### src/rtl/gcd_pkg.sv
// Shared types and default sizing for the GCD issue front-end.
package gcd_pkg;

  localparam int unsigned GCD_DATA_WIDTH     = 8;
  localparam int unsigned GCD_FIFO_DEPTH     = 4;
  localparam int unsigned GCD_TIMEOUT_CYCLES = 1024;

  typedef enum logic [1:0] {
    ST_IDLE    = 2'd0,
    ST_ISSUE   = 2'd1,
    ST_RELEASE = 2'd2
  } gcd_state_e;

endpackage

### src/rtl/gcd_req_fifo.sv
// Synchronous request FIFO holding {a,b} operand pairs; DEPTH must be a power of two.
module gcd_req_fifo
  import gcd_pkg::*;
#(
  parameter int unsigned WIDTH = 2 * GCD_DATA_WIDTH,
  parameter int unsigned DEPTH = GCD_FIFO_DEPTH
) (
  input  logic             clk,
  input  logic             rst_n,
  input  logic             push,
  input  logic             pop,
  input  logic [WIDTH-1:0] wdata,
  output logic [WIDTH-1:0] rdata_c,
  output logic             full_c,
  output logic             empty_c
);

  localparam int unsigned PTR_W = $clog2(DEPTH);
  localparam int unsigned CNT_W = $clog2(DEPTH + 1);

  logic [WIDTH-1:0] mem [DEPTH];
  logic [PTR_W-1:0] wr_ptr_q;
  logic [PTR_W-1:0] rd_ptr_q;
  logic [CNT_W-1:0] count_q;

  // Pointers wrap naturally at the power-of-two depth.
  always_ff @(posedge clk or negedge rst_n) begin
    if (!rst_n) begin
      wr_ptr_q <= '0;
      rd_ptr_q <= '0;
      count_q  <= '0;
    end else begin
      if (push) wr_ptr_q <= wr_ptr_q + PTR_W'(1);
      if (pop)  rd_ptr_q <= rd_ptr_q + PTR_W'(1);
      count_q <= count_q + CNT_W'(push) - CNT_W'(pop);
    end
  end

  always_ff @(posedge clk) begin
    if (push) mem[wr_ptr_q] <= wdata;
  end

  assign rdata_c = mem[rd_ptr_q];
  assign full_c  = (count_q == CNT_W'(DEPTH));
  assign empty_c = (count_q == '0);

endmodule

### src/rtl/gcd_issue_ctrl.sv
// Buffers operand pairs and issues them one at a time to the GCD core, capturing results in order.
// Optional watchdog on a stalled core: define GCD_ISSUE_TIMEOUT_EN.
module gcd_issue_ctrl
  import gcd_pkg::*;
#(
  parameter int unsigned DATA_WIDTH     = GCD_DATA_WIDTH,
  parameter int unsigned FIFO_DEPTH     = GCD_FIFO_DEPTH,
  parameter int unsigned TIMEOUT_CYCLES = GCD_TIMEOUT_CYCLES
) (
  input  logic                  clk_i,
  input  logic                  nreset_i,
  input  logic                  req_valid_i,
  output logic                  req_ready_o,
  input  logic [DATA_WIDTH-1:0] req_a_i,
  input  logic [DATA_WIDTH-1:0] req_b_i,
  output logic [DATA_WIDTH-1:0] core_operand_a_o,
  output logic [DATA_WIDTH-1:0] core_operand_b_o,
  output logic                  core_enable_o,
  input  logic [DATA_WIDTH-1:0] core_gcd_i,
  input  logic                  core_done_i,
  output logic                  res_valid_o,
  input  logic                  res_ready_i,
  output logic [DATA_WIDTH-1:0] res_gcd_o,
  output logic                  res_err_o
);

  logic                    fifo_full_c;
  logic                    fifo_empty_c;
  logic                    push_c;
  logic                    pop_c;
  logic                    res_free_c;
  logic [2*DATA_WIDTH-1:0] head_c;
  logic [DATA_WIDTH-1:0]   head_a_c;
  logic [DATA_WIDTH-1:0]   head_b_c;

  gcd_state_e            state_q, state_d;
  logic [DATA_WIDTH-1:0] op_a_q, op_a_d;
  logic [DATA_WIDTH-1:0] op_b_q, op_b_d;
  logic                  en_q, en_d;
  logic                  res_valid_q, res_valid_d;
  logic [DATA_WIDTH-1:0] res_gcd_q, res_gcd_d;

`ifdef GCD_ISSUE_TIMEOUT_EN
  localparam int unsigned TO_W = $clog2(TIMEOUT_CYCLES + 1);
  logic [TO_W-1:0] to_cnt_q, to_cnt_d;
  logic            res_err_q, res_err_d;
  logic            timeout_c;
  assign timeout_c = (to_cnt_q >= TO_W'(TIMEOUT_CYCLES - 1));
`else
  logic [31:0] unused_timeout;
  assign unused_timeout = 32'(TIMEOUT_CYCLES);
`endif

  gcd_req_fifo #(
    .WIDTH (2 * DATA_WIDTH),
    .DEPTH (FIFO_DEPTH)
  ) u_fifo (
    .clk     (clk_i),
    .rst_n   (nreset_i),
    .push    (push_c),
    .pop     (pop_c),
    .wdata   ({req_a_i, req_b_i}),
    .rdata_c (head_c),
    .full_c  (fifo_full_c),
    .empty_c (fifo_empty_c)
  );

  assign req_ready_o = !fifo_full_c;
  assign push_c      = req_valid_i && !fifo_full_c;
  assign head_a_c    = head_c[2*DATA_WIDTH-1:DATA_WIDTH];
  assign head_b_c    = head_c[DATA_WIDTH-1:0];
  assign res_free_c  = !res_valid_q || res_ready_i;

  always_ff @(posedge clk_i or negedge nreset_i) begin
    if (!nreset_i) begin
      state_q     <= ST_IDLE;
      op_a_q      <= '0;
      op_b_q      <= '0;
      en_q        <= 1'b0;
      res_valid_q <= 1'b0;
      res_gcd_q   <= '0;
`ifdef GCD_ISSUE_TIMEOUT_EN
      to_cnt_q    <= '0;
      res_err_q   <= 1'b0;
`endif
    end else begin
      state_q     <= state_d;
      op_a_q      <= op_a_d;
      op_b_q      <= op_b_d;
      en_q        <= en_d;
      res_valid_q <= res_valid_d;
      res_gcd_q   <= res_gcd_d;
`ifdef GCD_ISSUE_TIMEOUT_EN
      to_cnt_q    <= to_cnt_d;
      res_err_q   <= res_err_d;
`endif
    end
  end

  // Next state, pop decision and result-register update.
  always_comb begin
    state_d     = state_q;
    op_a_d      = op_a_q;
    op_b_d      = op_b_q;
    en_d        = en_q;
    res_valid_d = res_valid_q && !res_ready_i;
    res_gcd_d   = res_gcd_q;
    pop_c       = 1'b0;
`ifdef GCD_ISSUE_TIMEOUT_EN
    to_cnt_d    = '0;
    res_err_d   = res_err_q && res_valid_d;
`endif
    case (state_q)
      ST_IDLE: begin
        en_d = 1'b0;
        if (!fifo_empty_c && !core_done_i && res_free_c) begin
          pop_c = 1'b1;
          if (head_a_c == '0 || head_b_c == '0) begin
            res_gcd_d   = head_a_c | head_b_c;
            res_valid_d = 1'b1;
`ifdef GCD_ISSUE_TIMEOUT_EN
            res_err_d   = 1'b0;
`endif
          end else begin
            op_a_d  = head_a_c;
            op_b_d  = head_b_c;
            en_d    = 1'b1;
            state_d = ST_ISSUE;
          end
        end
      end
      ST_ISSUE: begin
        en_d = 1'b1;
`ifdef GCD_ISSUE_TIMEOUT_EN
        to_cnt_d = timeout_c ? to_cnt_q : to_cnt_q + TO_W'(1);
`endif
        if (core_done_i && res_free_c) begin
          res_gcd_d   = core_gcd_i;
          res_valid_d = 1'b1;
          en_d        = 1'b0;
          state_d     = ST_RELEASE;
`ifdef GCD_ISSUE_TIMEOUT_EN
          res_err_d   = 1'b0;
`endif
        end
`ifdef GCD_ISSUE_TIMEOUT_EN
        else if (timeout_c && res_free_c) begin
          res_gcd_d   = '0;
          res_valid_d = 1'b1;
          res_err_d   = 1'b1;
          en_d        = 1'b0;
          state_d     = ST_RELEASE;
        end
`endif
      end
      ST_RELEASE: begin
        en_d = 1'b0;
        if (!core_done_i) state_d = ST_IDLE;
      end
      default: begin
        en_d    = 1'b0;
        state_d = ST_IDLE;
      end
    endcase
  end

  assign core_operand_a_o = op_a_q;
  assign core_operand_b_o = op_b_q;
  assign core_enable_o    = en_q;
  assign res_valid_o      = res_valid_q;
  assign res_gcd_o        = res_gcd_q;
`ifdef GCD_ISSUE_TIMEOUT_EN
  assign res_err_o        = res_err_q;
`else
  assign res_err_o        = 1'b0;
`endif

endmodule

### config.mk
export PLATFORM = sky130hd
export DESIGN_NAME = gcd_issue_ctrl
export DESIGN_NICKNAME = d
export VERILOG_FILES = /design/src/rtl/gcd_pkg.sv /design/src/rtl/gcd_req_fifo.sv /design/src/rtl/gcd_issue_ctrl.sv
export SDC_FILE = /design/constraint.sdc
export NUM_CORES = 1
export LEC_CHECK = 0
export CAP_MARGIN = 15
export CORE_MARGIN = 4
export CORE_UTILIZATION = 30
export DETAILED_ROUTE_END_ITERATION = 8
export HOLD_SLACK_MARGIN = 0.1
export PLACE_DENSITY = 0.53
export SKIP_LAST_GASP = 1
export SLEW_MARGIN = 20
export SYNTH_ARGS = -nofsm -noshare
export SYNTH_HDL_FRONTEND = slang
export SYNTH_SLANG_ARGS = --single-unit
export TNS_END_PERCENT = 20
### constraint.sdc
create_clock -name clk_i -period 2.6 [get_ports clk_i]
set_input_delay 0.26 -clock clk_i [delete_from_list [all_inputs] [get_ports clk_i]]
set_output_delay 0.26 -clock clk_i [all_outputs]
set_load 0.01 [all_outputs]
==> flow_summary.toml, run 1 <==
[setup_path]
cp_data_arrival_time_ns = 2.75
max_stage_delay_ns = 0.54
reg2reg_from = "u_fifo.rd_ptr_q[0]"
crit_chain = "buf_12 > buf_6 > mux4_2 > nor4_4 > nand2_4 > a311oi_4 > buf_6 > mux2_4"
crit_top_cell = "buf_6"
worstSetupPathType = "flip-flop to flip-flop"
slowest_stage = "mux4_2"
cp-end-kind = "flip-flop"
crit_path_start_kind = "flip-flop"
worstPathMaxFanout = 8
startpoint = "u_fifo.rd_ptr_q[0]"
required_ns = 2.81

[global_routing]
overflow = 0
antenna_found_initial = 0
grt_max_degree = 36
grtUsageTotal_pct = 11.47
grt_pass1_vias = 2378
grt_pass1_wl_um = 13100

[drt]
ant_nets = 0
first_pass_iters = 4
drt-wirelength-per-cell_um = 16.79
drtIter0Drc = 125
totalWireLength_um = 8380
num_vias = 2198
avgViaCountPerCell = 4.405
route.detailed.drc = 0

[worst_hold_path]
hp-class = "flip-flop to flip-flop"
min_from = "core_operand_a_o[2]"

[place]
io_buffers = 55
hpwl_um = 5672
globalplace.congestion = 0.7072
dp.cells = 476
post-place-ws_ns = -0.1557

[layout]
area_delta_synth_final_pct = 36.56
finalNonFillerCells = 499
layout-drive-gt1-share_pct = 31.80
antenna_cells = 0
fin_nets = 358

[clock_tree]
cts-root-buf = "clkbuf_16"
clk_latency_ns = 0.33
cts.clk_slew.worst_paths_ns = 0.07
cts_buffers = 9
cts_sinks = 99
htreeDepth = 3
cts_tree = "built"
clockBufferDepth = 2

[synthesis]
syn-cell-area_um2 = 4014
synthArstFlopShare_pct = 35.35
synthCells = 224
yosys.cell_types.count = 31
yosysMostFrequentCell = "edfxtp_1"
synth_top_cells_by_count = "edfxtp_1 (64), dfrtp_1 (35), mux2_2 (24)"
synth_top_area_cell = "edfxtp_1"
synthTopCellsByArea = "edfxtp_1 (48%), dfrtp_1 (22%), mux4_1 (9.2%)"
synth_top_area_share_pct = 47.88
syn_area_per_cell_um2 = 17.92
ys_seq_elements = 99
synth-main-ff-cell = "edfxtp_1"
ys_seq_area_share_pct = 69.70
syn_nets = 260
synth_edf_count = 64
synth_warnings = 0

[timing]
drv_slew = 0
worst_pin_slew_ns = 0.8138
fin_worst_skew_ns = 0.007422
period_share_pct = 97.59
period_needed_ns = 2.537
fmax_mhz = 394.1
final.setup.worst_slack_ns = 0.06257
rsz0062_at_grt = "true"
setup_violations = 0
hold_viol = 0
relSlewSlack_pct = 45.74

[run]
drv_cap = 0

[die]
die_h_um = 123.7
row_count = 41
die-width_um = 123.7
coreArea_um2 = 12880
ios = 57
start_util_pct = 31.17
die_area_um2 = 15290

[power_and_ir_drop]
power.density_nw_per_um2 = 1239
ir_drop_v = 0.0003880
p_total_mw = 6.793
leakagePower_nw = 2.074

[status]
outcome = "finished, final reports clean"
path summary, 6_finish.rpt:
path                                  endpoint  slack [ns]  cells past startpoint
min in group asynchronous        core_enable_o        0.56                      2
max in group asynchronous   u_fifo.rd_ptr_q[0]        1.48                      2
hold / removal             core_operand_a_o[2]        0.51                      1
setup reg to reg                  res_gcd_o[4]        0.06                      8
hold reg to reg            core_operand_a_o[2]        0.51                      1
setup / recovery                  res_gcd_o[4]        0.06                      8
flip-flops by register name, indices dropped and copies added, names as in the netlist:
| name | cells |
|---|---|
| state_q | 2 |
| u_fifo.mem | 64 |
| u_fifo.rd_ptr_q | 2 |
| core_enable_o | 1 |
| u_fifo.count_q | 3 |
| res_valid_o | 1 |
| u_fifo.wr_ptr_q | 2 |
| core_operand_a_o | 8 |
| core_operand_b_o | 8 |
| res_gcd_o | 8 |
worst max-delay path, delay by kind of cell (launching register included):
kind,cells,cell delay (ns)
AOI/OAI and AO/OA,1,0.27
buffers and inverters,3,0.45
DFF,1,0.43
muxes,2,0.85
and+or+nand+nor,2,0.42
stage by stage:
stage | setup TNS (ns) | instance area (um^2) | utilization (%) | hold slack [ns]
after floorplan | 0 | 4014 | - | -0.03559
after global placement | -1.018 | 4997 | 38.81 | 0.4085
after detailed placement | -2.024 | 4997 | 38.81 | 0.4123
after CTS | 0 | 5444 | 42.28 | 0.5141
after global routing | -0.3966 | 5482 | 42.57 | 0.5318
final | 0 | 5482 | 42.57 | 0.5113
where the power goes:
group | switching (mW) | total (mW) | internal (mW)
registers | 0.227 | 2.42 | 2.19
logic | 1.25 | 2.89 | 1.64
clock network | 0.547 | 1.49 | 0.942
cell families (layout without fill, tap and decap cells):
| family | after synthesis | in the layout | share of synthesized area [%] |
|---|---|---|---|
| XOR/XNOR | 5 | 5 | 1.091 |
| other | 1 | 1 | 0.09343 |
| AND/OR/NAND/NOR | 43 | 43 | 5.206 |
| buffers and inverters | 15 | 118 | 2.120 |
| AO/OA/AOI/OAI | 14 | 14 | 2.400 |
| adder cells (fa/ha/maj) | 7 | 7 | 2.369 |
| multiplexers | 40 | 40 | 17.02 |
| flip-flops | 99 | 99 | 69.70 |
cells in the final DEF (no fill, tap or decap), types with 2 or more instances in the layout:
| cell | instances |
|---|---|
| buf_4 | 30 |
| inv_1 | 8 |
| o21ai_0 | 10 |
| clkdlybuf4s50_1 | 54 |
| nor3_1 | 2 |
| xnor2_1 | 4 |
| dfrtp_1 | 34 |
| buf_12 | 5 |
| mux4_2 | 15 |
| and3_1 | 4 |
| mux2_4 | 8 |
| edfxtp_1 | 64 |
| mux2_2 | 16 |
| nor4_4 | 4 |
| nor2_1 | 10 |
| a21oi_1 | 2 |
| nand2_1 | 15 |
| buf_6 | 3 |
| ha_1 | 6 |
| clkbuf_16 | 9 |
| bufinv_16 | 3 |
cell type report:
cell class	instances	area (um^2)
Fill cell	1158	7395
Sequential cell	99	2799
Multi-Input combinational cell	110	1182
Timing Repair Buffer	94	914.6
Clock buffer	10	229.0
Tap cell	172	215.2
Clock inverter	6	111.4
Inverter	8	30.03
metal layers:
metal | vias to the layer above | global-route usage (%) | part of all wire, %
li1 | 1041 | - | -
met1 | 1094 | 15.17 | 46
met2 | 53 | 18.35 | 47
met3 | 10 | 2.725 | 5.6
met4 | 0 | 4.360 | 1.2
met5 | - | 0 | 0
what timing repair did:
item,in CTS,in global routing
pin swaps,6,6
setup endpoints to repair,24,24
endpoints found under the hold margin,35,0
setup buffers,4,2
hold buffers,1,0
cloned,1,0
resized for setup,19,18
Note: power is estimated with default switching activity, not from simulation.
==> run 2, diff against run 1 <==
--- a/config.mk
+++ b/config.mk
@@ -9,9 +9,7 @@
 export CORE_MARGIN = 4
 export CORE_UTILIZATION = 30
 export DETAILED_ROUTE_END_ITERATION = 8
-export HOLD_SLACK_MARGIN = 0.1
 export PLACE_DENSITY = 0.53
-export SKIP_LAST_GASP = 1
 export SLEW_MARGIN = 20
 export SYNTH_ARGS = -nofsm -noshare
 export SYNTH_HDL_FRONTEND = slang
==> flow_summary.toml, run 2 (same netlist as run 1, synthesis figures left out) <==
[status]
outcome = "finished, final reports clean"

[clock_tree]
cts_sinks = 99
clockBufferDepth = 2
cts_tree = "built"
cts.clk_slew.worst_paths_ns = 0.07
hold_buffers = 0
cts_buffers = 9
htreeDepth = 3
clk_latency_ns = 0.33
cts-root-buf = "clkbuf_16"

[layout]
regMostFlops = "u_fifo.mem"
final_cell_mix = "edfxtp_1 (64), clkdlybuf4s50_1 (54), dfrtp_1 (34)"
layout_commonest_cell = "edfxtp_1"
postLayoutCoreUtil_pct = 42.55
layout-drive-gt1-share_pct = 31.90
nFillCells = 1155
area_delta_synth_final_pct = 36.50
largest_reg_flops = 64
fin_nets = 357
antenna_cells = 0
area.sequential_um2 = 2799
multiInputGateArea_um2 = 1190
finalNonFillerCells = 498

[setup_path]
cp_data_arrival_time_ns = 2.75
r2r_cells = 8
crit_path_start_kind = "flip-flop"
required_ns = 2.81
worstPathMaxFanout = 8
worstSetupPathType = "flip-flop to flip-flop"
cp-end-kind = "flip-flop"

[global_routing]
grt_pass1_vias = 2378
grt_pass1_wl_um = 13100
overflow = 0
antenna_found_initial = 0
grt_max_degree = 36
grtUsageTotal_pct = 11.47

[timing]
fmax_mhz = 394.4
period_needed_ns = 2.535
rsz0062_at_grt = "true"
worst_pin_slew_ns = 0.8131
setup_violations = 0
fin_worst_skew_ns = 0.007424
relSlewSlack_pct = 45.79
period_share_pct = 97.51
drv_slew = 0
hold_viol = 0

[power_and_ir_drop]
power.density_nw_per_um2 = 1240
leakagePower_nw = 2.070
ir_drop_v = 0.0003875

[die]
row_count = 41
ios = 57
start_util_pct = 31.17
die_area_um2 = 15290
die_h_um = 123.7
coreArea_um2 = 12880
die-width_um = 123.7

[drt]
first_pass_iters = 4
drtIter0Drc = 131
route.detailed.drc = 0
avgViaCountPerCell = 4.408
ant_nets = 0
totalWireLength_um = 8370
drt-wirelength-per-cell_um = 16.81
num_vias = 2195

[place]
hpwl_um = 5672
globalplace.congestion = 0.7072
io_buffers = 55
dp.cells = 476

[worst_hold_path]
hp-class = "primary input to async pin"

[run]
drv_cap = 0
==> run 2: final cells by class <==
class | count | area share, %
sequential | 99 | 51.08
multi-input combinational | 110 | 21.72
timing repair buffer | 93 | 16.51
clock buffer | 10 | 4.179
tap | 172 | 3.928
clock inverter | 6 | 2.032
inverter | 8 | 0.5481
==> run 2: layer usage <==
metal  GRT usage, %  up-vias  wire length, um
met5              0        -                0
met4          4.360        0              103
met3          2.725       10              482
met2          18.35       55             3907
met1          15.17     1091             3876
li1               -     1039                -
==> run 2: critical path: stages (launching register included) <==
cell	delay, ns
dfrtp_2	0.43
buf_12	0.14
buf_6	0.11
mux4_2	0.54
nor4_4	0.33
nand2_4	0.09
a311oi_4	0.27
buf_6	0.20
mux2_4	0.31
==> run 2: per-stage QoR <==
stage	hold WS, ns	area [um^2]	setup TNS (ns)	setup slack (ns)	power [mW]
finish	0.01891	5479	0	0.06465	6.796
global placement	0.4085	4997	-1.018	-0.1223	4.961
floorplan	-0.03559	4014	0	0.0004716	3.740
global route	0.09084	5479	-0.2642	-0.03656	7.223
detailed placement	0.4123	4997	-2.024	-0.1557	5.013
CTS	0.05143	5434	0	0.01061	6.793
==> run 2: power breakdown <==
group	internal [mW]	switching, mW
combinational	1.64	1.25
clock	0.942	0.547
sequential	2.19	0.227
==> run 2: path summary, 6_finish.rpt <==
path,startpoint,end,slack (ns)
worst max-delay path,u_fifo.rd_ptr_q[0],res_gcd_o[4],0.06
worst min register to register,core_operand_a_o[2],core_operand_a_o[2],0.51
worst min-delay path,nreset_i,core_enable_o,0.02
max in group asynchronous,nreset_i,u_fifo.rd_ptr_q[0],2.02
worst max register to register,u_fifo.rd_ptr_q[0],res_gcd_o[4],0.06
min in group clk_i,core_operand_a_o[2],core_operand_a_o[2],0.51
==> run 2: repair_timing <==
| item | 4_1_cts | 5_1_grt |
|---|---|---|
| setup buffers | 4 | 2 |
| setup endpoints to repair | 24 | 24 |
| gates cloned | 1 | 0 |
| pin swaps | 6 | 6 |
| resized for setup | 19 | 19 |
